[src/rtl/weight_mem_pkg.sv]
// Types and defaults shared by the weight memory writer and the fold address generator.
package weight_mem_pkg;

    typedef enum logic [1:0] {IDLE, LOAD, DONE} state_t;

    localparam int DEFAULT_FOLD = 18;
    localparam int DEFAULT_AW   = 12;

    // Counter width able to hold 0..fold.
    function automatic int cnt_width(input int fold);
        return $clog2(fold + 1);
    endfunction

endpackage

[src/rtl/weight_mem_writer_if.sv]
// Word stream handshake feeding the weight memory writer.
interface weight_mem_writer_if #(
    parameter int DW = 32
);
    logic [DW-1:0] in_data;
    logic          in_valid;
    logic          in_ready;

    modport master (output in_data, in_valid, input in_ready);
    modport slave  (input in_data, in_valid, output in_ready);
endinterface

[src/rtl/weight_mem_writer_fold_counter.sv]
// Modulo-fold word counter: 0..FOLD-1 on inc, wrap pulses on the increment out of FOLD-1.
module fold_counter #(
    parameter int FOLD = 18,
    parameter int W    = 5
) (
    input  logic         clk,
    input  logic         rst,
    input  logic         clr,
    input  logic         inc,
    output logic [W-1:0] cnt,
    output logic         wrap
);
    localparam logic [W-1:0] CNT_MAX = W'(FOLD - 1);

    assign wrap = inc && (cnt == CNT_MAX);

    always_ff @(posedge clk or posedge rst) begin
        if (rst)
            cnt <= '0;
        else if (clr)
            cnt <= '0;
        else if (wrap)
            cnt <= '0;
        else if (inc)
            cnt <= cnt + W'(1);
    end

endmodule

[src/rtl/weight_mem_writer.sv]
// Streams synopseFold weight words into consecutive memory addresses from a latched base
// and flags the region valid for the read side once the last word is written.
module weight_mem_writer
    import weight_mem_pkg::*;
#(
    parameter int synopseFold   = DEFAULT_FOLD,
    parameter int address_width = DEFAULT_AW,
    parameter int data_width    = 32
) (
    input  logic                     clk,
    input  logic                     rst,
    input  logic                     start,
    input  logic [address_width-1:0] baseAddress,
    weight_mem_writer_if.slave       stream,
    output logic                     wr_en,
    output logic [address_width-1:0] wr_addr,
    output logic [data_width-1:0]    wr_data,
    output logic                     busy,
    output logic                     load_done,
    output logic                     mem_valid
);
    localparam int CNT_W = cnt_width(synopseFold);

    state_t                   state, state_nxt;
    logic [address_width-1:0] base;
    logic [CNT_W-1:0]         cnt;
    logic                     cnt_wrap;
    logic                     ready;
    logic                     xfer;
    logic                     start_acc;

    // start only counts outside LOAD; a mid-load start must not disturb the running load.
    assign start_acc = start && (state != LOAD);
    assign xfer      = stream.in_valid && ready;

    fold_counter #(
        .FOLD (synopseFold),
        .W    (CNT_W)
    ) u_fold_counter (
        .clk  (clk),
        .rst  (rst),
        .clr  (start_acc),
        .inc  (xfer),
        .cnt  (cnt),
        .wrap (cnt_wrap)
    );

    always_ff @(posedge clk or posedge rst) begin
        if (rst)
            state <= IDLE;
        else
            state <= state_nxt;
    end

    always_comb begin
        state_nxt = state;
        case (state)
            IDLE:    if (start)    state_nxt = LOAD;
            LOAD:    if (cnt_wrap) state_nxt = DONE;
            DONE:    if (start)    state_nxt = LOAD;
            default:               state_nxt = IDLE;
        endcase
    end

    // Ready comes from registered state only, so there is no valid->ready path.
    always_comb begin
        ready           = (state == LOAD);
        busy            = (state == LOAD);
        stream.in_ready = ready;
    end

    always_ff @(posedge clk or posedge rst) begin
        if (rst) begin
            base      <= '0;
            wr_en     <= 1'b0;
            wr_addr   <= '0;
            wr_data   <= '0;
            load_done <= 1'b0;
            mem_valid <= 1'b0;
        end else begin
            wr_en     <= xfer;
            load_done <= cnt_wrap;
            if (start_acc)
                base <= baseAddress;
            if (xfer) begin
                wr_addr <= base + address_width'(cnt);
                wr_data <= stream.in_data;
            end
            if (start_acc)
                mem_valid <= 1'b0;
            else if (cnt_wrap)
                mem_valid <= 1'b1;
        end
    end

endmodule
[src/flat_wrapper.sv]
// flat-port wrapper written by rule: the top's interface ports become plain ports
module weight_mem_writer_flat import weight_mem_pkg::*;
#(
    parameter int synopseFold   = DEFAULT_FOLD,
    parameter int address_width = DEFAULT_AW,
    parameter int data_width    = 32
)
  (clk, rst, start, baseAddress, wr_en, wr_addr, wr_data, busy, load_done, mem_valid, stream_in_data, stream_in_valid, stream_in_ready);
  weight_mem_writer_if stream_i ();
  input  logic clk;
  input  logic rst;
  input  logic start;
  input  logic [address_width-1:0] baseAddress;
  output logic wr_en;
  output logic [address_width-1:0] wr_addr;
  output logic [data_width-1:0] wr_data;
  output logic busy;
  output logic load_done;
  output logic mem_valid;
  input wire logic [$bits(stream_i.in_data)-1:0] stream_in_data;
  input wire logic [$bits(stream_i.in_valid)-1:0] stream_in_valid;
  output wire logic [$bits(stream_i.in_ready)-1:0] stream_in_ready;
  assign stream_i.in_data = stream_in_data;
  assign stream_i.in_valid = stream_in_valid;
  assign stream_in_ready = stream_i.in_ready;
  weight_mem_writer #(.synopseFold(synopseFold), .address_width(address_width), .data_width(data_width)) u_core (.clk(clk), .rst(rst), .start(start), .baseAddress(baseAddress), .stream(stream_i), .wr_en(wr_en), .wr_addr(wr_addr), .wr_data(wr_data), .busy(busy), .load_done(load_done), .mem_valid(mem_valid));
endmodule
[config.mk]
export PLATFORM = sky130hd
export DESIGN_NAME = weight_mem_writer_flat
export DESIGN_NICKNAME = d
export VERILOG_FILES = /design/src/rtl/weight_mem_pkg.sv /design/src/rtl/weight_mem_writer_if.sv /design/src/rtl/weight_mem_writer_fold_counter.sv /design/src/rtl/weight_mem_writer.sv /design/src/flat_wrapper.sv
export SDC_FILE = /design/constraint.sdc
export NUM_CORES = 1
export LEC_CHECK = 0
export CORE_MARGIN = 4
export CORE_UTILIZATION = 45
export DETAILED_ROUTE_END_ITERATION = 8
export PLACE_DENSITY = 0.84
export SLEW_MARGIN = 20
export SYNTH_ARGS = -nofsm -noshare
export SYNTH_HDL_FRONTEND = slang
export SYNTH_SLANG_ARGS = --single-unit
[constraint.sdc]
create_clock -name clk -period 2.83 [get_ports clk]
set_clock_uncertainty 0.05 [all_clocks]
set_input_delay 0.7075 -clock clk [delete_from_list [all_inputs] [get_ports clk]]
set_output_delay 0.7075 -clock clk [all_outputs]
set_load 0.01 [all_outputs]
==> flow_metrics.env <==
export IMPL_antenna_found_initial=0
export IMPL_gr_total_overflow=0
export IMPL_synth_main_ff_cell="dfrtp_1"
export IMPL_cts_buffer_depth=2
export IMPL_io_pins=97
export IMPL_slew_viol_final=0
export IMPL_max_freq_mhz=439
export IMPL_finalSetupTns_ns=0
export IMPL_vdd_drop_max_mv=0.578
export IMPL_synth_yosys_seq_area_share_pct=58.1
export IMPL_fin_crit_ns=2.28
export IMPL_clock_root_buffer="clkbuf_8"
export IMPL_period_share_pct=80.5
export IMPL_synth_distinct_cells=36
export IMPL_critPathLaunchType="register"
export IMPL_postCtsHoldBufs=0
export IMPL_postCtsSetupRepairBufs=0
export IMPL_num_rows=28
export IMPL_synthCells=289
export IMPL_cp_endpoint="busy"
export IMPL_die_h_um=87.5
export IMPL_syn_nets=345
export IMPL_drtPass1Iterations=4
export IMPL_finalHoldViolCount=0
export IMPL_setup_violations=0
export IMPL_r2r_end="u_core.wr_addr[6]$_DFFE_PP0P_"
export IMPL_maxCapViolations=0
export IMPL_syn_mean_instance_area_um2=9.83
export IMPL_track_usage_pct=17.4
export IMPL_wl_per_cell_um=13.6
export IMPL_ys_ff_latch=66
export IMPL_cts_sinks=66
export IMPL_relSlewSlack_pct=64.2
export IMPL_dieWidth_um=87.5
export IMPL_crit_start="u_core.state[1]$_DFFE_PP0P_"
export IMPL_path_class="reg -> out"
export IMPL_reg2reg_slack_ns=0.73
export IMPL_status="completed"
export IMPL_cts_resized=0
export IMPL_portBuffers=96
export IMPL_async_reset_ff_share_pct=100
export IMPL_drcViolationCount=0
export IMPL_worstMarginPinSlew_ns=0.537
export IMPL_cts_tree="done"
export IMPL_antenna_left=0
export IMPL_drt_wl_total_mm=6.33
export IMPL_pwr_density_cell_nw_per_um2=870
export IMPL_end_kind="output port"
export IMPL_htreeDepth=3
export IMPL_syn2layout_area_growth_pct=42.1
export IMPL_gp_congestion=0.830
export IMPL_netlist_top_cells_area="dfrtp_1, nand2_1, mux2_2"
export IMPL_drt_iter0_markers=116
export IMPL_layout_common_cells="nand2_1, clkdlybuf4s50_1, dfrtp_1"
export IMPL_leakagePower_nw=1.89
export IMPL_vias_per_cell=4.91
export IMPL_cp_required_ns=2.07
export IMPL_hold_class="reg -> reg"
export IMPL_critPathSlowestCell="clkdlybuf4s50_1"
export IMPL_grt_max_degree=67
export IMPL_clk_latency_ns=0.32
export IMPL_vias=2288
export IMPL_r2r_start="u_core.u_fold_counter.cnt[0]$_DFFE_PP0P_"
export IMPL_arrival_ns=1.52
export IMPL_core_area_um2=6030
export IMPL_hpwl_mm=4.61
export IMPL_rsz0062_at_grt="false"
export IMPL_placedInstanceArea_um2=3870
export IMPL_start_util_pct=47.2
export IMPL_grt_pass1_vias=2249
export IMPL_fill_cells=496
export IMPL_layout_nets=443
export IMPL_crit_fanout=4
export IMPL_cpPeakStageDelay_ns=0.55
export IMPL_drive_above_1_share_pct=9.21
export IMPL_crit_path_cell_trace="inv_1 > nand2_1 > inv_1 > clkdlybuf4s50_1"
export IMPL_cp_common_cell="inv_1"
export IMPL_netlist_area_um2=2840
export IMPL_rr_worst_depth=8
export IMPL_antennaDiodeCount=0
export IMPL_dieArea_um2=7650
export IMPL_synth_top_area_cell="dfrtp_1"
export IMPL_synth_top_area_share_pct=58.1
export IMPL_clk_pin_slew_ns=0.07
export IMPL_numCtsBuffers=9
export IMPL_synth_edf_count=0
export IMPL_stdcell_area_um2=4040
export IMPL_mostFrequentLayoutCell="nand2_1"
export IMPL_grt_pass1_wl_mm=10.5
export IMPL_ys_warn_count=0
-- cell type report --
class / count / area [µm²] / area share (%)
Sequential cell: 66 / 1650 / 40.9
Clock buffer: 12 / 155 / 3.84
Timing Repair Buffer: 99 / 996 / 24.7
Tap cell: 75 / 93.8 / 2.32
Clock inverter: 3 / 15.0 / 0.372
Multi-Input combinational cell: 202 / 1090 / 27.1
Inverter: 9 / 33.8 / 0.836
-- Yosys cell counts (2+ instances only) --
cell type	n
nand4_1	2
o31ai_1	2
clkbuf_1	2
nand2_1	119
mux2_2	12
o21ai_0	18
inv_1	9
o21a_1	2
nand3_1	2
a211oi_1	2
a21o_1	2
dfrtp_1	66
nor2_1	9
a31oi_1	3
buf_2	7
ha_1	7
xor2_1	6
-- power breakdown --
group	leakage, nW	switching (W)	internal, W	total [W]
Combinational	0.991	0.000631	0.000733	0.00136
Clock	0.0920	0.000328	0.000357	0.000685
Sequential	0.805	0.000224	0.00124	0.00147
Total	1.89	0.00118	0.00233	0.00352
-- state kept, by name (all words and copies together), names as in the netlist --
register / cells
u_core.wr_en: 1
u_core.u_fold_counter.cnt: 5
u_core.mem_valid: 1
u_core.wr_data: 32
u_core.load_done: 1
u_core.wr_addr: 12
u_core.base: 12
u_core.state: 2
-- logic make-up after synthesis --
family                   share of synthesized area, %
AO/OA/AOI/OAI                                    8.76
flip-flops                                       58.1
adder cells (fa/ha/maj)                          3.79
buffers and inverters                            3.48
multiplexers                                     4.76
AND/OR/NAND/NOR                                  18.9
XOR/XNOR                                         2.16
-- worst max-delay path: cells and delay by family (launching register included) --
kind / cells / cell delay (ns)
flops: 1 / 0.36
buf+inv: 3 / 0.74
simple gates: 1 / 0.10
-- metrics by stage --
stage | util, % | worst slack (ns) | hold slack [ns] | std cells | power (W)
2_1_floorplan | - | 0.418 | 0.414 | 289 | 0.00224
3_3_place_gp | 64.2 | 0.641 | 0.407 | 451 | 0.00280
3_5_place_dp | 64.2 | 0.625 | 0.412 | 451 | 0.00287
4_1_cts | 67.0 | 0.514 | 0.430 | 466 | 0.00356
5_1_grt | 67.0 | 0.424 | 0.456 | 466 | 0.00378
6_report | 67.0 | 0.552 | 0.426 | 466 | 0.00352
-- per-layer routing --
layer	vias to the layer above	GRT usage, %	wire length, µm
li1	1131	-	-
met4	0	6.69	55
met3	2	4.73	363
met1	1092	22.6	2840
met5	-	0	0
met2	63	27.8	3070
-- worst min-delay path by stage --
stage,depth (start not counted),startpoint,end,slack [ns]
floorplan,1,u_core.state[0]$_DFFE_PP0P_,u_core.state[0]$_DFFE_PP0P_,0.41
global placement,2,u_core.wr_data[28]$_DFFE_PP0P_,u_core.wr_data[28]$_DFFE_PP0P_,0.41
detailed placement,2,u_core.wr_data[11]$_DFFE_PP0P_,u_core.wr_data[11]$_DFFE_PP0P_,0.41
CTS,2,u_core.wr_data[11]$_DFFE_PP0P_,u_core.wr_data[11]$_DFFE_PP0P_,0.43
global route,2,u_core.wr_data[31]$_DFFE_PP0P_,u_core.wr_data[31]$_DFFE_PP0P_,0.46
finish,2,u_core.wr_data[20]$_DFFE_PP0P_,u_core.wr_data[20]$_DFFE_PP0P_,0.43
Note: power is estimated with default switching activity, not from simulation.
